==> src/rtl/opb_register_bank_ppc2simulink.sv <==
// OPB slave exposing C_NUM_REGS software registers to fabric, written either directly or staged then committed atomically.
// Acks one cycle after the hit, then a fixed turnaround cycle (no wait states, never retries); outputs move 2 cycles after the hit.
module opb_register_bank_ppc2simulink #(
   parameter logic [31:0] C_BASEADDR = 32'h01028000,
   parameter logic [31:0] C_HIGHADDR = 32'h010280FF,
   parameter int          C_NUM_REGS = 4,
   parameter int          C_SHADOW   = 0,
   parameter logic [31:0] C_INIT     = 32'h00000000
) (
   input  logic                     OPB_Clk,
   input  logic                     OPB_Rst_n,
   input  logic [0:31]              OPB_ABus,
   input  logic [0:3]               OPB_BE,
   input  logic [0:31]              OPB_DBus,
   input  logic                     OPB_RNW,
   input  logic                     OPB_select,
   input  logic                     OPB_seqAddr,
   output logic [0:31]              Sl_DBus,
   output logic                     Sl_xferAck,
   output logic                     Sl_errAck,
   output logic                     Sl_retry,
   output logic                     Sl_toutSup,
   output logic [32*C_NUM_REGS-1:0] user_data_out,
   output logic [C_NUM_REGS-1:0]    user_update
);

   typedef enum logic [1:0] {ST_IDLE, ST_ACK, ST_HOLD} state_t;

   typedef struct packed {
      logic [5:0]  widx;
      logic [3:0]  be;
      logic [31:0] dat;
      logic        rnw;
   } xfer_t;

   state_t                r_state;
   state_t                w_state_nxt;
   xfer_t                 r_xfer;
   logic [31:0]           r_out   [C_NUM_REGS];
   logic [31:0]           r_stage [C_NUM_REGS];
   logic [C_NUM_REGS-1:0] r_update;
   logic [15:0]           r_commit_cnt;

   logic [31:0]           w_abus;
   logic [31:0]           w_dbus;
   logic [3:0]            w_be;
   logic [31:0]           w_offset;
   logic                  w_hit;
   logic                  w_wr;
   logic                  w_commit;
   logic [31:0]           w_rdata;
   logic                  w_unused;

   // Ascending OPB vectors land MSB-first, so DBus[31] becomes bit 0 and BE[3] qualifies byte 0.
   assign w_abus   = OPB_ABus;
   assign w_dbus   = OPB_DBus;
   assign w_be     = OPB_BE;
   assign w_hit    = OPB_select && (w_abus >= C_BASEADDR) && (w_abus <= C_HIGHADDR);
   assign w_offset = w_abus - C_BASEADDR;
   assign w_unused = OPB_seqAddr ^ (^w_offset[31:8]) ^ (^w_offset[1:0]);

   function automatic logic [31:0] merge_bytes(input logic [31:0] old_v,
                                               input logic [31:0] new_v,
                                               input logic [3:0]  be);
      logic [31:0] res;
      for (int b = 0; b < 4; b++) begin
         res[8*b +: 8] = be[b] ? new_v[8*b +: 8] : old_v[8*b +: 8];
      end
      return res;
   endfunction

   always_ff @(posedge OPB_Clk or negedge OPB_Rst_n) begin
      if (!OPB_Rst_n) begin
         r_state <= ST_IDLE;
      end else begin
         r_state <= w_state_nxt;
      end
   end

   always_comb begin
      w_state_nxt = r_state;
      case (r_state)
         ST_IDLE: if (w_hit) w_state_nxt = ST_ACK;
         ST_ACK:  w_state_nxt = ST_HOLD;
         ST_HOLD: w_state_nxt = ST_IDLE;
         default: w_state_nxt = ST_IDLE;
      endcase
   end

   always_ff @(posedge OPB_Clk or negedge OPB_Rst_n) begin
      if (!OPB_Rst_n) begin
         r_xfer <= '0;
      end else if (r_state == ST_IDLE && w_hit) begin
         r_xfer <= '{widx: w_offset[7:2], be: w_be, dat: w_dbus, rnw: OPB_RNW};
      end
   end

   assign w_wr     = (r_state == ST_ACK) && !r_xfer.rnw;
   assign w_commit = w_wr && (C_SHADOW != 0) && (r_xfer.widx == 6'(C_NUM_REGS))
                     && r_xfer.dat[0] && r_xfer.be[0];

   always_ff @(posedge OPB_Clk or negedge OPB_Rst_n) begin
      if (!OPB_Rst_n) begin
         for (int k = 0; k < C_NUM_REGS; k++) begin
            r_out[k]   <= C_INIT;
            r_stage[k] <= C_INIT;
         end
         r_update     <= '0;
         r_commit_cnt <= '0;
      end else begin
         r_update <= '0;
         if (w_wr) begin
            for (int k = 0; k < C_NUM_REGS; k++) begin
               if (r_xfer.widx == 6'(k)) begin
                  if (C_SHADOW != 0) begin
                     r_stage[k] <= merge_bytes(r_stage[k], r_xfer.dat, r_xfer.be);
                  end else begin
                     r_out[k]    <= merge_bytes(r_out[k], r_xfer.dat, r_xfer.be);
                     r_update[k] <= 1'b1;
                  end
               end
            end
         end
         // Commit publishes every staged word on the same edge so fabric never sees a partial update.
         if (w_commit) begin
            for (int k = 0; k < C_NUM_REGS; k++) begin
               r_out[k] <= r_stage[k];
            end
            r_update     <= '1;
            r_commit_cnt <= r_commit_cnt + 16'd1;
         end
      end
   end

   always_comb begin
      w_rdata = '0;
      for (int k = 0; k < C_NUM_REGS; k++) begin
         if (r_xfer.widx == 6'(k)) begin
            w_rdata = (C_SHADOW != 0) ? r_stage[k] : r_out[k];
         end
      end
      if (r_xfer.widx == 6'(C_NUM_REGS)) begin
         w_rdata = {16'h0000, r_commit_cnt};
      end
   end

   // Read data is zero outside the ack cycle so the shared OPB data bus can be wired-OR.
   assign Sl_DBus    = (r_state == ST_ACK && r_xfer.rnw) ? w_rdata : 32'h0;
   assign Sl_xferAck = (r_state == ST_ACK);
   assign Sl_errAck  = 1'b0;
   assign Sl_retry   = 1'b0;
   assign Sl_toutSup = 1'b0;
   assign user_update = r_update;

   for (genvar g = 0; g < C_NUM_REGS; g++) begin : g_out
      assign user_data_out[32*g +: 32] = r_out[g];
   end

endmodule

==> config.mk <==
export PLATFORM = sky130hd
export DESIGN_NAME = opb_register_bank_ppc2simulink
export DESIGN_NICKNAME = d
export VERILOG_FILES = /design/src/rtl/opb_register_bank_ppc2simulink.sv
export SDC_FILE = /design/constraint.sdc
export NUM_CORES = 1
export LEC_CHECK = 0
export CORE_UTILIZATION = 40
export CTS_CLUSTER_SIZE = 40
export DETAILED_ROUTE_END_ITERATION = 16
export PLACE_DENSITY = 0.78
export SYNTH_ARGS = -nofsm -noshare
export SYNTH_HDL_FRONTEND = slang
export SYNTH_SLANG_ARGS = --single-unit
export TNS_END_PERCENT = 50
==> constraint.sdc <==
create_clock -name OPB_Clk -period 3.55 [get_ports OPB_Clk]
set_input_delay 0.71 -clock OPB_Clk [delete_from_list [all_inputs] [get_ports OPB_Clk]]
set_output_delay 0.71 -clock OPB_Clk [all_outputs]
set_load 0.05 [all_outputs]
==> key figures, run 1 <==
Drt
  • Drt wl/cell: 19.4 um
  • Via count: 5,687
  • Starting DRT DRC Count: 176
  • Final wirelength: 21,200 um
  • Antenna Violating Nets Remaining: 0
  • Routed vias/inst: 5.19
  • TritonRoute pass-1 iters: 4
  • DRC: 0

Yosys
  • Main synth FF type: dfrtp_1
  • Largest area contributor in the netlist: dfrtp_1
  • Post-synth top area share: 57.1%
  • Post-Synthesis Cell Area: 7750 um^2
  • Simple-gate area share of the yosys netlist: 13.1%
  • Yosys cell types: 27
  • Synthesized area per cell: 13.3 um^2
  • Largest family of logic cells by synthesized area: multiplexers
  • Post-Synth Adder-Cell Area: 0%
  • Mux cell area share after synthesis: 24.8%
  • Post-synth ARST share: 100%
  • Top area cells in the synthesized netlist: dfrtp_1 (57%), mux2_2 (24%), nor2_1 (3.3%)
  • Yosys warning total: 0
  • Register bit total from synthesis: 177
  • Synth Area in Compound Gates: 3.10%
  • Post-synth top cells: dfrtp_1 (177), mux2_2 (166), nor2_1 (69)
  • Syn Inst Count: 585
  • Xor/xnor cell area share of the yosys netlist: 0%
  • Post-synthesis sequential area ratio: 57.1%
  • Top-count cell post-synth: dfrtp_1
  • EDFF count, synth: 0

Clocking
  • Root buf cell: clkbuf_16
  • H-tree levels: 4
  • Clock buffer count from CTS: 17
  • Clock latency on the worst-skew pair: 0.43 ns
  • Post-CTS Setup Inserts: 0
  • # clock sinks: 177
  • CTS clock-pin slew for the worst setup and hold paths: 0.06 ns
  • Post_cts resized: 0
  • Deepest clock path buffer count: 2
  • CTS Hold Buffers Added: 0
  • CTS tree: done

STA
  • Slew headroom: about half
  • Final min period: 3.22 ns
  • Setup violators final: 0
  • Max Slew Vio Count: 0
  • Highest clock rate: 311 MHz
  • Clock skew: approximately 0.0090 ns
  • Part of the cycle the worst path needs: 90.6%
  • Unrepaired setup endpoints after global routing: false
  • Worst Max-Slew Pin Slew: 0.777 ns
  • Hold_ws: 0.319 ns
  • Hold Violations, Final: 0

Finish
  • Fill cell count: 1,460
  • Layout net count: 897
  • Antenna fix cells: 0
  • Area grow syn2layout: 46.8%
  • Multi-input gate area: 3220 um^2
  • Register area: 4430 um^2
  • Share of cells above drive strength 1: 32.2%

Placement
  • DP Wirelength: 14,600 um
  • Buffers on Ports: 234
  • Routability cong.: just under 0.8

GRT
  • Met1 Track Usage GR: 28.3%
  • M2 GR Usage: 37.3%
  • Total Routing Usage GR: 22.5%
  • Vias in the first global route: 5,776
  • Largest net degree at the start of global routing: 81
  • Grt total ovfl: 0
  • Initial antenna violation count: 0
  • GRT busiest layer: met2
  • Routing usage on met3: 6.59%
  • Global-route wire length before repair: 33,600 um

Setup path
  • CP max FO: 21
  • WP data required: 2.84 ns
  • WS Path Type: flop to output pin
  • Flop2flop setup slack: 0.88 ns
  • FF-to-FF End: user_data_out[75]
  • CP startpoint kind: flop
  • Kind of end point of the critical path: output pin
  • Worst R2R Path Depth: 5
  • Worst reg2reg path startpoint: r_xfer[38]
  • CP arrival: around 2.5 ns

Die
  • # IOs: 241
  • Core Box Area: 18,800 um^2
  • Die width: 141 um
  • Die area: 19,900 um^2
  • Initial Util: 41.2%
  • Die height: ~140 um
  • Cell row count: 50

Power
  • Power per cell area: 357 nW/um^2
  • VDD IR-drop max: 334 uV
  • Leak pwr: 5.29 nW
  • Total power: about 4.1 mW

Run
  • Max-Cap Viols: 0

Hold path
  • Hold WC Path Type: input port to async pin

Run status
  • Status: finished clean
==> area by class of cell <==
type,instances,area share (%)
well taps,260,2.86
repair buffers,248,24.7
clock buffers,17,3.74
flip-flops and latches,177,38.9
multi-input cells,380,28.3
clock inverters,14,1.56
==> kinds of logic after synthesis <==
| logic type | after synthesis |
|---|---|
| buffers and inverters | 30 |
| other | 1 |
| AO/OA/AOI/OAI | 32 |
| flip-flops | 177 |
| multiplexers | 171 |
| AND/OR/NAND/NOR | 174 |
==> flip-flops by register name (all words and copies together) (netlist names) <==
name,count
r_state,2
user_update,4
user_data_out,128
r_xfer,43
==> worst max path at each step <==
stage | from | slack, ns | depth (start not counted) | to
after floorplan | r_state[1] | -0.43 | 4 | Sl_DBus[11]
after global placement | r_xfer[38] | 0.71 | 5 | Sl_DBus[6]
after detailed placement | r_xfer[38] | 0.74 | 5 | Sl_DBus[6]
after CTS | r_xfer[38] | 0.25 | 5 | Sl_DBus[6]
after global routing | r_xfer[40] | 0.15 | 6 | Sl_DBus[30]
final | r_xfer[38] | 0.33 | 5 | Sl_DBus[10]
==> cells in the final DEF (no fill, tap or decap), types with 3 or more instances in the layout <==
cell type,instances
inv_6,4
conb_1,3
nor2_2,4
mux2_2,166
dfrtp_1,175
nor4b_1,3
clkbuf_16,17
nor4_1,36
buf_12,35
nor2_8,4
clkdlybuf4s50_1,201
a211oi_1,32
nor2_1,68
buf_4,11
nand3_2,10
mux2_1,5
nand2_1,4
bufinv_16,3
clkinvlp_4,3
nor2b_1,34
==> where the power goes <==
group | internal [mW] | switching (mW)
combinational | 0.0711 | 0.0572
clock | 1.12 | 0.807
sequential | 2.02 | 0.00000138
total | 3.20 | 0.865
==> worst max-delay path, cell delays in order, from the launching register on <==
cell and delay (ns):
dfrtp_2 0.61, nand2b_2 0.41, buf_12 0.24, nor2_1 0.05
nor4_1 0.53, buf_12 0.21
==> through the flow <==
stage	TNS, ns	setup slack (ns)	utilization [%]	instance area, um^2	std cells
5_1_grt	0	0.149	60.4	11400	1096
2_1_floorplan	-13.21	-0.428	-	7760	587
3_3_place_gp	0	0.706	57.2	10800	1065
4_1_cts	0	0.251	60.4	11400	1096
6_report	0	0.333	60.4	11400	1096
3_5_place_dp	0	0.741	57.2	10800	1065
==> metal layers <==
layer	part of all wire, %	vias to the layer above
met2	50	178
li1	-	2587
met3	6.5	23
met5	0	-
met4	1.0	0
met1	43	2899
(Power assumes the default switching activity.)
==> run 2, diff against run 1 <==
MAX_ROUTING_LAYER = met4   (was unset)
==> run 2 against run 1 <==
Against the previous run: sequential power about the same; core utilization is the same; first-iteration DRC count grew 2.3%; die area unchanged; critical path type unchanged; flip-flop and latch count is the same; critical path depth is the same.
==> key figures, run 2 (synthesis gave the netlist of run 1 again) <==
Clocking
  • CTS tree: done
  • Clock buffer count from CTS: 17
  • CTS Hold Buffers Added: 0
  • Root buf cell: clkbuf_16
  • Post_cts resized: 0
  • # clock sinks: ~180
  • Post-CTS Setup Inserts: 0
  • Deepest clock path buffer count: 2
  • H-tree levels: 4
  • CTS clock-pin slew for the worst setup and hold paths: 0.06 ns
  • Clock latency on the worst-skew pair: ~0.43 ns

Hold path
  • Hold WC Path Type: input port to async pin

Die
  • Die width: 141 um
  • # IOs: 241
  • Cell row count: 50
  • Initial Util: 41.2%
  • Die area: 19,900 um^2
  • Die height: 141 um
  • Core Box Area: 18,800 um^2

Finish
  • Layout net count: 897
  • Area grow syn2layout: 46.8%
  • Antenna fix cells: 0
  • Share of cells above drive strength 1: 32.2%
  • Commonest non-fill, non-tap cell in the layout: clkdlybuf4s50_1
  • Fill cell count: 1,460
  • Most frequent cells in the layout: clkdlybuf4s50_1 (201), dfrtp_1 (175), mux2_2 (166)
  • Final non-filler cell total: roughly 1,100
  • Number of flip-flops in the largest register: roughly 130

Drt
  • Antenna Violating Nets Remaining: 0
  • TritonRoute pass-1 iters: 4
  • Via count: 5,654
  • Routed wl met3: 1360 um
  • Met2 wire len: ~11,000 um
  • Drt wl/cell: 19.4 um
  • Final wirelength: around 21,000 um
  • DRC: 0
  • M1 wire length: 9150 um
  • Routed vias/inst: just over 5
  • Top Metal Used: met4
  • Starting DRT DRC Count: 180

Run status
  • Status: finished clean

GRT
  • Largest net degree at the start of global routing: 81
  • Initial antenna violation count: 0
  • Global-route wire length before repair: between 30,000 and 40,000 um
  • Vias in the first global route: 5,802
  • Total Routing Usage GR: 23.2%
  • Grt total ovfl: 0

Power
  • Leak pwr: about 5.3 nW
  • Total power: between 4 and 5 mW
  • Power per cell area: between 300 and 400 nW/um^2
  • VDD IR-drop max: around 340 uV

STA
  • Slew headroom: 48.7%
  • Clock skew: roughly 0.009 ns
  • Part of the cycle the worst path needs: 90.6%
  • Worst Max-Slew Pin Slew: 0.770 ns
  • Hold_ws: 0.319 ns
  • Max Slew Vio Count: 0
  • Setup TNS: 0 ns
  • Highest clock rate: between 300 and 400 MHz
  • Hold Violations, Final: 0
  • Final min period: 3.22 ns
  • Setup violators final: 0
  • Setup slack after layout: between 0.3 and 0.4 ns
  • Unrepaired setup endpoints after global routing: false

Setup path
  • FF-to-FF End: user_data_out[75]
  • Worst path cell trace: nand2b_2 > buf_12 > nor2_1 > nor4_1 > buf_12
  • CP max stage delay: 0.61 ns
  • WP data required: 2.84 ns
  • Critical path's most frequent cell: buf_12
  • CP startpoint kind: flop
  • Worst reg2reg path startpoint: r_xfer[38]
  • Critical-path top delay cell: dfrtp_2
  • Flop2flop setup slack: 0.87 ns
  • Worst R2R Path Depth: 5
  • WS Path Type: flop to output pin
  • CP max FO: 21
  • CP arrival: 2.51 ns
  • Kind of end point of the critical path: output pin

Placement
  • Routability cong.: 0.787
  • Placed Instances: approximately 1,100
  • DP Wirelength: 14,600 um
  • Post-Place Setup Slack: 0.741 ns
  • Buffers on Ports: 234

Run
  • Max-Cap Viols: 0
[run 2: area by class of cell]
type	instances	area (um^2)	share of cell area (%)
tap	260	325	2.86
timing repair buffer	248	2810	24.7
multi-input combinational	380	3220	28.3
clock buffer	17	425	3.74
clock inverter	14	178	1.56
sequential	177	4430	38.9
[run 2: how the worst max path moves through the flow]
stage	from	endpoint	slack (ns)	depth (start not counted)
CTS	r_xfer[38]	Sl_DBus[6]	0.25	5
detailed placement	r_xfer[38]	Sl_DBus[6]	0.74	5
global placement	r_xfer[38]	Sl_DBus[6]	0.71	5
finish	r_xfer[38]	Sl_DBus[6]	0.33	5
global route	r_xfer[40]	Sl_DBus[30]	0.15	6
floorplan	r_state[1]	Sl_DBus[11]	-0.43	4
[run 2: worst max-delay path: cells and delay by family, from the launching register on]
family,cells,cell delay (ns)
DFF,1,0.61
buffers and inverters,2,0.45
and+or+nand+nor,3,1.00
[run 2: layer usage]
layer	vias up	GRT usage, %
met4	0	6.69
li1	2587	-
met1	2874	28.4
met3	21	6.56
met2	172	37.3
met5	-	-
[run 2: through the flow]
step           area, um^2  util, %
3_5_place_dp        10800     57.2
6_report            11400     60.4
3_3_place_gp        10800     57.2
5_1_grt             11400     60.4
4_1_cts             11400     60.4
2_1_floorplan        7760        -
[run 2: power breakdown]
group / internal (mW) / leakage [nW] / total (mW) / switching, mW
sequential: 2.02 / 2.47 / 2.02 / 0.00000137
clock: 1.11 / 0.288 / 1.93 / 0.813
combinational: 0.0711 / 2.53 / 0.128 / 0.0573
total: 3.20 / 5.29 / 4.07 / 0.871
